`src/rtl/ifetch_unit.sv`:
```
// Instruction fetch stage: owns the PC, runs the request/valid handshake to
// instruction memory and holds the fetched word steady for one execute window.
module ifetch_unit #(
    parameter logic [31:0] PC_RESET        = 32'h0000_0000,
    parameter int          IMEM_ADDR_WIDTH = 14
) (
    input  logic                       clock,
    input  logic                       reset,
    input  logic                       Branch,
    input  logic                       nBranch,
    input  logic                       Jmp,
    input  logic                       Jal,
    input  logic                       Jr,
    input  logic                       Zero,
    input  logic [31:0]                Addr_result,
    input  logic [31:0]                Read_data_1,
    input  logic                       stall,
    output logic                       imem_req,
    output logic [IMEM_ADDR_WIDTH-1:0] imem_addr,
    input  logic [31:0]                imem_rdata,
    input  logic                       imem_valid,
    output logic [31:0]                Instruction,
    output logic [5:0]                 Opcode,
    output logic [5:0]                 Function_opcode,
    output logic                       inst_valid,
    output logic [31:0]                pc,
    output logic [31:0]                link_addr,
    output logic [31:0]                inst_count
);

    typedef enum logic [1:0] {
        S_IDLE  = 2'd0,
        S_FETCH = 2'd1,
        S_WAIT  = 2'd2,
        S_EXEC  = 2'd3
    } state_t;

    state_t      state_q;
    logic [31:0] pc_q;
    logic [31:0] instr_q;
    logic [31:0] inst_count_q;
    logic        req_q;
    logic        inst_valid_q;

    logic [31:0] pc_plus4_s;
    logic        branch_taken_s;
    logic [31:0] target_s;
    logic [31:0] next_pc_d;

    assign pc_plus4_s     = pc_q + 32'd4;
    assign branch_taken_s = (Branch & Zero) | (nBranch & ~Zero);

    // Next-PC selection; register-jump beats absolute jump beats conditional branch.
    always_comb begin
        target_s = pc_plus4_s;
        if (Jr) begin
            target_s = Read_data_1;
        end else if (Jmp || Jal) begin
            target_s = {pc_plus4_s[31:28], instr_q[25:0], 2'b00};
        end else if (branch_taken_s) begin
            target_s = Addr_result;
        end else begin
            target_s = pc_plus4_s;
        end
        next_pc_d = target_s & ~32'd3;
    end

    // Fetch/execute sequencer with registered request and valid strobes.
    always_ff @(posedge clock or posedge reset) begin
        if (reset) begin
            state_q      <= S_IDLE;
            pc_q         <= PC_RESET;
            instr_q      <= 32'd0;
            inst_count_q <= 32'd0;
            req_q        <= 1'b0;
            inst_valid_q <= 1'b0;
        end else begin
            case (state_q)
                S_IDLE: begin
                    state_q <= S_FETCH;
                    req_q   <= 1'b1;
                end
                S_FETCH: begin
                    state_q <= S_WAIT;
                    req_q   <= 1'b0;
                end
                S_WAIT: begin
                    // No timeout: memory is trusted to answer eventually.
                    if (imem_valid) begin
                        instr_q      <= imem_rdata;
                        inst_valid_q <= 1'b1;
                        state_q      <= S_EXEC;
                    end else begin
                        state_q      <= S_WAIT;
                    end
                end
                S_EXEC: begin
                    if (!stall) begin
                        pc_q         <= next_pc_d;
                        inst_count_q <= inst_count_q + 32'd1;
                        inst_valid_q <= 1'b0;
                        req_q        <= 1'b1;
                        state_q      <= S_FETCH;
                    end else begin
                        state_q      <= S_EXEC;
                    end
                end
                default: begin
                    state_q      <= S_IDLE;
                    req_q        <= 1'b0;
                    inst_valid_q <= 1'b0;
                end
            endcase
        end
    end

    // pc only moves on EXEC exit, so the address is stable through WAIT.
    assign imem_addr       = pc_q[IMEM_ADDR_WIDTH+1:2];
    assign imem_req        = req_q;
    assign Instruction     = instr_q;
    assign Opcode          = instr_q[31:26];
    assign Function_opcode = instr_q[5:0];
    assign inst_valid      = inst_valid_q;
    assign pc              = pc_q;
    assign link_addr       = pc_plus4_s;
    assign inst_count      = inst_count_q;

endmodule

```
`config.mk`:
```
export PLATFORM = sky130hd
export DESIGN_NAME = ifetch_unit
export DESIGN_NICKNAME = d
export VERILOG_FILES = /design/src/rtl/ifetch_unit.sv
export SDC_FILE = /design/constraint.sdc
export NUM_CORES = 1
export LEC_CHECK = 0
export CAP_MARGIN = 40
export CORE_MARGIN = 2
export CORE_UTILIZATION = 38
export DETAILED_ROUTE_END_ITERATION = 8
export GPL_TIMING_DRIVEN = 0
export PLACE_DENSITY_LB_ADDON = 0.05
export SLEW_MARGIN = 20
export SYNTH_ARGS = -nofsm -noshare
export SYNTH_HDL_FRONTEND = slang
export SYNTH_SLANG_ARGS = --single-unit
```
`constraint.sdc`:
```
create_clock -name clock -period 3.3 [get_ports clock]
set_clock_uncertainty 0.05 [all_clocks]
set_input_delay 0.825 -clock clock [delete_from_list [all_inputs] [get_ports clock]]
set_output_delay 0.825 -clock clock [all_outputs]
set_load 0.01 [all_outputs]
```
Yosys cells after proc, flatten, opt, wreduce, memory -nomap -nowiden
Cells that the tools add are included.

word-level totals
  register bits = 98
  output and inout port bits = 156
  logic and storage cells = 37
  input bits = 106

operators by class
  bitwise logic cells = 5
  equal/unequal tests = 5
  $add $sub $neg = 2
  muxes and demuxes = 11
  reductions and logical operators = 8

operator list
  cell                                           count
  2-to-1 mux 32 bit                              3
  adder 32 x 1 -> 32 bit, second input constant  1
  adder 32 x 3 -> 32 bit, second input constant  1
  case mux 2 bit (4 select lines)                1
  AND reduction 2 bit                            3
  == test 2 bit, second input constant           2
  2-to-1 mux 1 bit                               4
  != test 2 bit, second input constant           2
  case mux 1 bit (3 select lines)                1
  AND reduction 3 bit                            1
  nonzero test 3 bit                             1
  bitwise AND 1 bit                              2
  == test 2 x 1 -> 1 bit, second input constant  1
  zero test 2 bit                                1
  2-to-1 mux 2 bit                               1
  NOT 1 bit                                      2
  case mux 1 bit (2 select lines)                1
  nonzero test 2 bit                             1
  logical OR 1 bit                               1
  bitwise OR 1 bit                               1

Logic depth before layout (Yosys ltp)
  depth in word-level cells = 6
  gate-level depth with buffers = 7
  depth with buffers taken out = 6

Least setup slack after synthesis
OpenSTA, ideal clock, no wires.

  path type = reg-to-output
  from = register pc_q[2] (netlist: pc[2])
  to = output port link_addr[22]
  cell stages (with the launch flop) = 7
  path slack = 0.470 ns
  arrival time = 1.955 ns
  buffers on the path = 1
  data required time = 2.425 ns
  path through = dfrtp_1 -> ha_1 -> nand4_4 -> or4_1 -> buf_2 -> nor2_1 -> xor2_1

between the ends
  word-level cells in the longest chain between the ends = 1

RTL lines
  element                 RTL line  source
  start, declared         39        logic [31:0] pc_q;
  start signal, assigned  99        pc_q <= next_pc_d;
  adder 32 x 3 -> 32 bit  50        assign pc_plus4_s = pc_q + 32'd4;
  end, declared           27        output logic [31:0] link_addr,

Every way passes these cells.

Final worst setup path
  from = register pc_q[4] (netlist: pc[4])
  to = output port link_addr[15]

The elaborated chain is that of the path after synthesis.

==> PnR_summary.wiki <==
{| class="wikitable"
! Metric !! Value
|-
| Status || complete, but fails checks
|-
| Failing checks || negative setup slack
|-
| Slew margin rel. || 0.462
|-
| Dominant register cell in the synthesized netlist || dfrtp_1
|-
| Area after detailed placement || ~8600 sq um
|-
| Number of H-tree levels || 3
|-
| Clock Sinks || 98
|-
| Overall routed net length || roughly 23000 microns
|-
| Clock-pin slew reported for the worst setup and hold paths after clock tree synthesis || approximately 0.070 ns
|-
| Post-Syn Instances || ~610
|-
| Post-synth EDFFs || 0
|-
| Maximum achievable frequency || roughly 300 MHz
|-
| Antenna violations before repair || 1
|-
| Worst IR drop on VDD || between 500 and 600 uV
|-
| Dominant cell by count in the synthesized netlist || dfrtp_1
|-
| Pins Over Slew Limit || 0
|-
| Area of the mapped netlist || 5760 sq um
|-
| Clock tree buffer depth || 2
|-
| GRT overflow || 0
|-
| Synth-to-layout area growth || 58.7%
|-
| Synth top area cells || dfrtp_1, mux2_2, xnor2_1
|-
| Multi-input gate area || 2980 sq um
|-
| Maximum number of pins on one net before global-route repair || 36
|-
| Buffers added on ports || about 250
|-
| Period Utilization, post-route || 1.01
|-
| Area share of the leading cell type in the synthesized netlist || 0.426
|-
| Fraction of synthesis flops using an asynchronous set or reset pin || 1.00
|-
| Placeable core area || between 10000 and 15000 sq um
|-
| Setup CP Type || flop to output pin
|-
| Post-placement cell count || 1050
|-
| Fin util || 0.624
|-
| Worst min-delay path class || flop to flop
|-
| Share of final-layout standard cells stronger than drive strength 1 || 0.158
|-
| Number of hold-repair buffers added at the cts stage || 0
|-
| Routed vias/inst || 5.53
|-
| Top cells by count, synth || dfrtp_1, nand2_1, xnor2_1, buf_4, nand3_1
|-
| Cell-by-cell trace of the critical path || and4_2 > nand4_1 > buf_4 > nor2_1 > xor2_1 > clkdlybuf4s50_1
|-
| Required time at the endpoint of the critical path || approximately 2.4 ns
|-
| Number of DRC markers after the initial detailed-route iteration || around 420
|-
| Min setup slack post-route || -0.0289 ns
|-
| Final instance area || slightly above 9000 sq um
|-
| Number of buffer and inverter stages on the critical path || 2
|-
| Horiz. Die Dim || approximately 130 microns
|-
| Post-route antenna net violation count || 0
|-
| Total count of hold-check failures in the final report || 0
|-
| Syn avg cell area || between 9 and 10 sq um
|-
| Register area || 2460 sq um
|-
| Die Height || around 130 microns
|-
| Filler instances || ~1200
|-
| Max Fanout on Critical Path || 9
|-
| TritonRoute pass-1 iters || 5
|-
| Starting density of the core || 0.393
|-
| DRC viols || 0
|-
| Worst Tran Pin Value || between 0.8 and 0.9 ns
|-
| Non-filler cells, final || 1082
|-
| Number of maximum-capacitance violations || 0
|-
| Post-detail-place hpwl || about 17000 microns
|-
| Top delay family on crit path || buffers and inverters
|-
| Number of distinct library cell variants in the gate-level netlist after synthesis || 53
|-
| Busiest grt layer || met2
|-
| Standard cell with the maximum stage delay on the critical path || clkdlybuf4s50_1
|-
| Count of yosys warnings during synthesis || 0
|-
| Final net count || 1000
|-
| Critical Path Sink Type || output pin
|-
| Number of rows created at floorplan || between 40 and 50
|-
| Met3 Resource Use GR || 0.0578
|-
| Final count of negative-setup-slack endpoints || 3
|-
| Die Area || approximately 16000 sq um
|-
| Met2 layer usage reported by global route || 0.459
|-
| Latest clock arrival within the worst-skew pair || around 0.36 ns
|-
| Average wire per standard cell || 20.8 microns
|-
| Global-route total usage across every layer || 0.280
|-
| Wire length of the first global-routing pass || 34700 microns
|-
| Critical path startpoint category || flop
|-
| Via count of the first global-routing pass || around 6000
|-
| Met1 Track Usage GR || 0.370
|-
| Num CTS Buffers || 9
|-
| I/O pin total || ~260
|-
| Areal power density over the cells || roughly 790 nW/um^2
|-
| Number of vias after detailed routing || 5980
|-
| Arrival time at the worst endpoint || roughly 2.5 ns
|-
| Leakage power || 3.83 nW
|-
| Routability cong. || roughly 0.89
|-
| Clock root buffer || clkbuf_16
|-
| Yosys top cell by area || dfrtp_1
|-
| Post-layout minimum cycle time || 3.33 ns
|-
| Post-synthesis sequential element count || 98
|-
| Fraction of the yosys area taken by sequential cells || 0.426
|-
| Clock tree from TritonCTS || built
|-
| Unrepaired setup endpoints after global routing || true
|-
| Maximum single-stage delay on the critical path || 0.55 ns
|}
logic make-up after synthesis:
group                    share of synthesized area
AND/OR/NAND/NOR                              0.211
AO/OA/AOI/OAI                                0.128
flip-flops                                   0.426
buffers and inverters                       0.0743
XOR/XNOR                                    0.0897
multiplexers                                0.0663
adder cells (fa/ha/maj)                    0.00434
other                                     0.000651
registers in the layout, indices dropped and copies added, names as in the netlist:
| name | cells |
|---|---|
| imem_req | 1 |
| inst_valid | 1 |
| state_q | 2 |
| pc | 30 |
| inst_count | 32 |
| Instruction | 32 |
power by group:
group / internal (mW) / switching (mW) / leakage (nW)
combinational: 2.19 / 1.58 / 2.47
clock: 0.673 / 0.502 / 0.155
sequential: 1.64 / 0.631 / 1.21
total: 4.51 / 2.71 / 3.83
final timing paths:
check / cells after the start / slack [ns] / to / from
worst max-delay path: 6 / -0.03 / link_addr[15] / pc[4]
worst min-delay path: 1 / 0.42 / inst_count[31] / inst_count[31]
worst max register to register: 6 / 1.06 / inst_count[28] / state_q[1]
worst min register to register: 1 / 0.42 / inst_count[31] / inst_count[31]
max in group asynchronous: 3 / 1.91 / inst_count[4] / reset
min in group asynchronous: 2 / 0.78 / Instruction[27] / reset
what timing repair did:
action                     CTS  global route
buffers inserted            14             3
setup endpoints to repair   24            15
pin swaps                    6             5
resized for setup           32            16
layout by cell type, fill, tap and decap left out, types with 6 or more instances in the layout:
| cell type | netlist | layout |
|---|---|---|
| inv_1 | 9 | 8 |
| a21oi_1 | 16 | 16 |
| and2_1 | 7 | 6 |
| nor2_1 | 34 | 32 |
| o211ai_1 | 6 | 6 |
| clkbuf_1 | 22 | 22 |
| nand2b_1 | 12 | 12 |
| xnor2_1 | 40 | 40 |
| a32o_1 | 10 | 10 |
| nand2_1 | 65 | 64 |
| dlymetal6s2s_1 | 0 | 6 |
| and4_1 | 9 | 8 |
| a221oi_1 | 7 | 7 |
| dlygate4sd2_1 | 0 | 6 |
| dfrtp_2 | 0 | 8 |
| dfrtp_1 | 98 | 90 |
| o21ai_0 | 29 | 29 |
| nand4_1 | 26 | 26 |
| buf_4 | 39 | 56 |
| mux2_2 | 33 | 33 |
| a31oi_1 | 7 | 7 |
| nand3_1 | 35 | 34 |
| clkdlybuf4s50_1 | 0 | 238 |
| xor2_1 | 19 | 19 |
| nor3_1 | 9 | 7 |
| and3_1 | 11 | 11 |
| clkbuf_16 | 0 | 9 |
through the flow:
stage / setup TNS, ns / hold slack, ns / worst slack, ns / power [mW]
after detailed placement: -0.430 / 0.420 / -0.238 / 5.98
final: -0.0560 / 0.419 / -0.0289 / 7.22
after global placement: -0.284 / 0.414 / -0.211 / 5.91
after CTS: 0 / 0.429 / 0.000471 / 7.22
after floorplan: 0 / 0.443 / 0.470 / 3.81
after global routing: -0.257 / 0.471 / -0.111 / 7.60
per-layer routing:
metal | up-vias | share of wire
met1 | 2867 | 0.43
met4 | 0 | 0.023
met2 | 338 | 0.47
li1 | 2736 | -
met5 | - | 0
met3 | 39 | 0.077
final cells by class:
type                            instances  share of cell area
Timing Repair Buffer                  273               0.297
Buffer                                 63              0.0430
Tap cell                              184              0.0252
Sequential cell                        98               0.269
Clock buffer                           11              0.0255
Clock inverter                          5             0.00944
Multi-Input combinational cell        438               0.326
Antenna cell                            1            0.000274
Inverter                                9             0.00411
No activity file was read; power rests on OpenSTA's default activity.
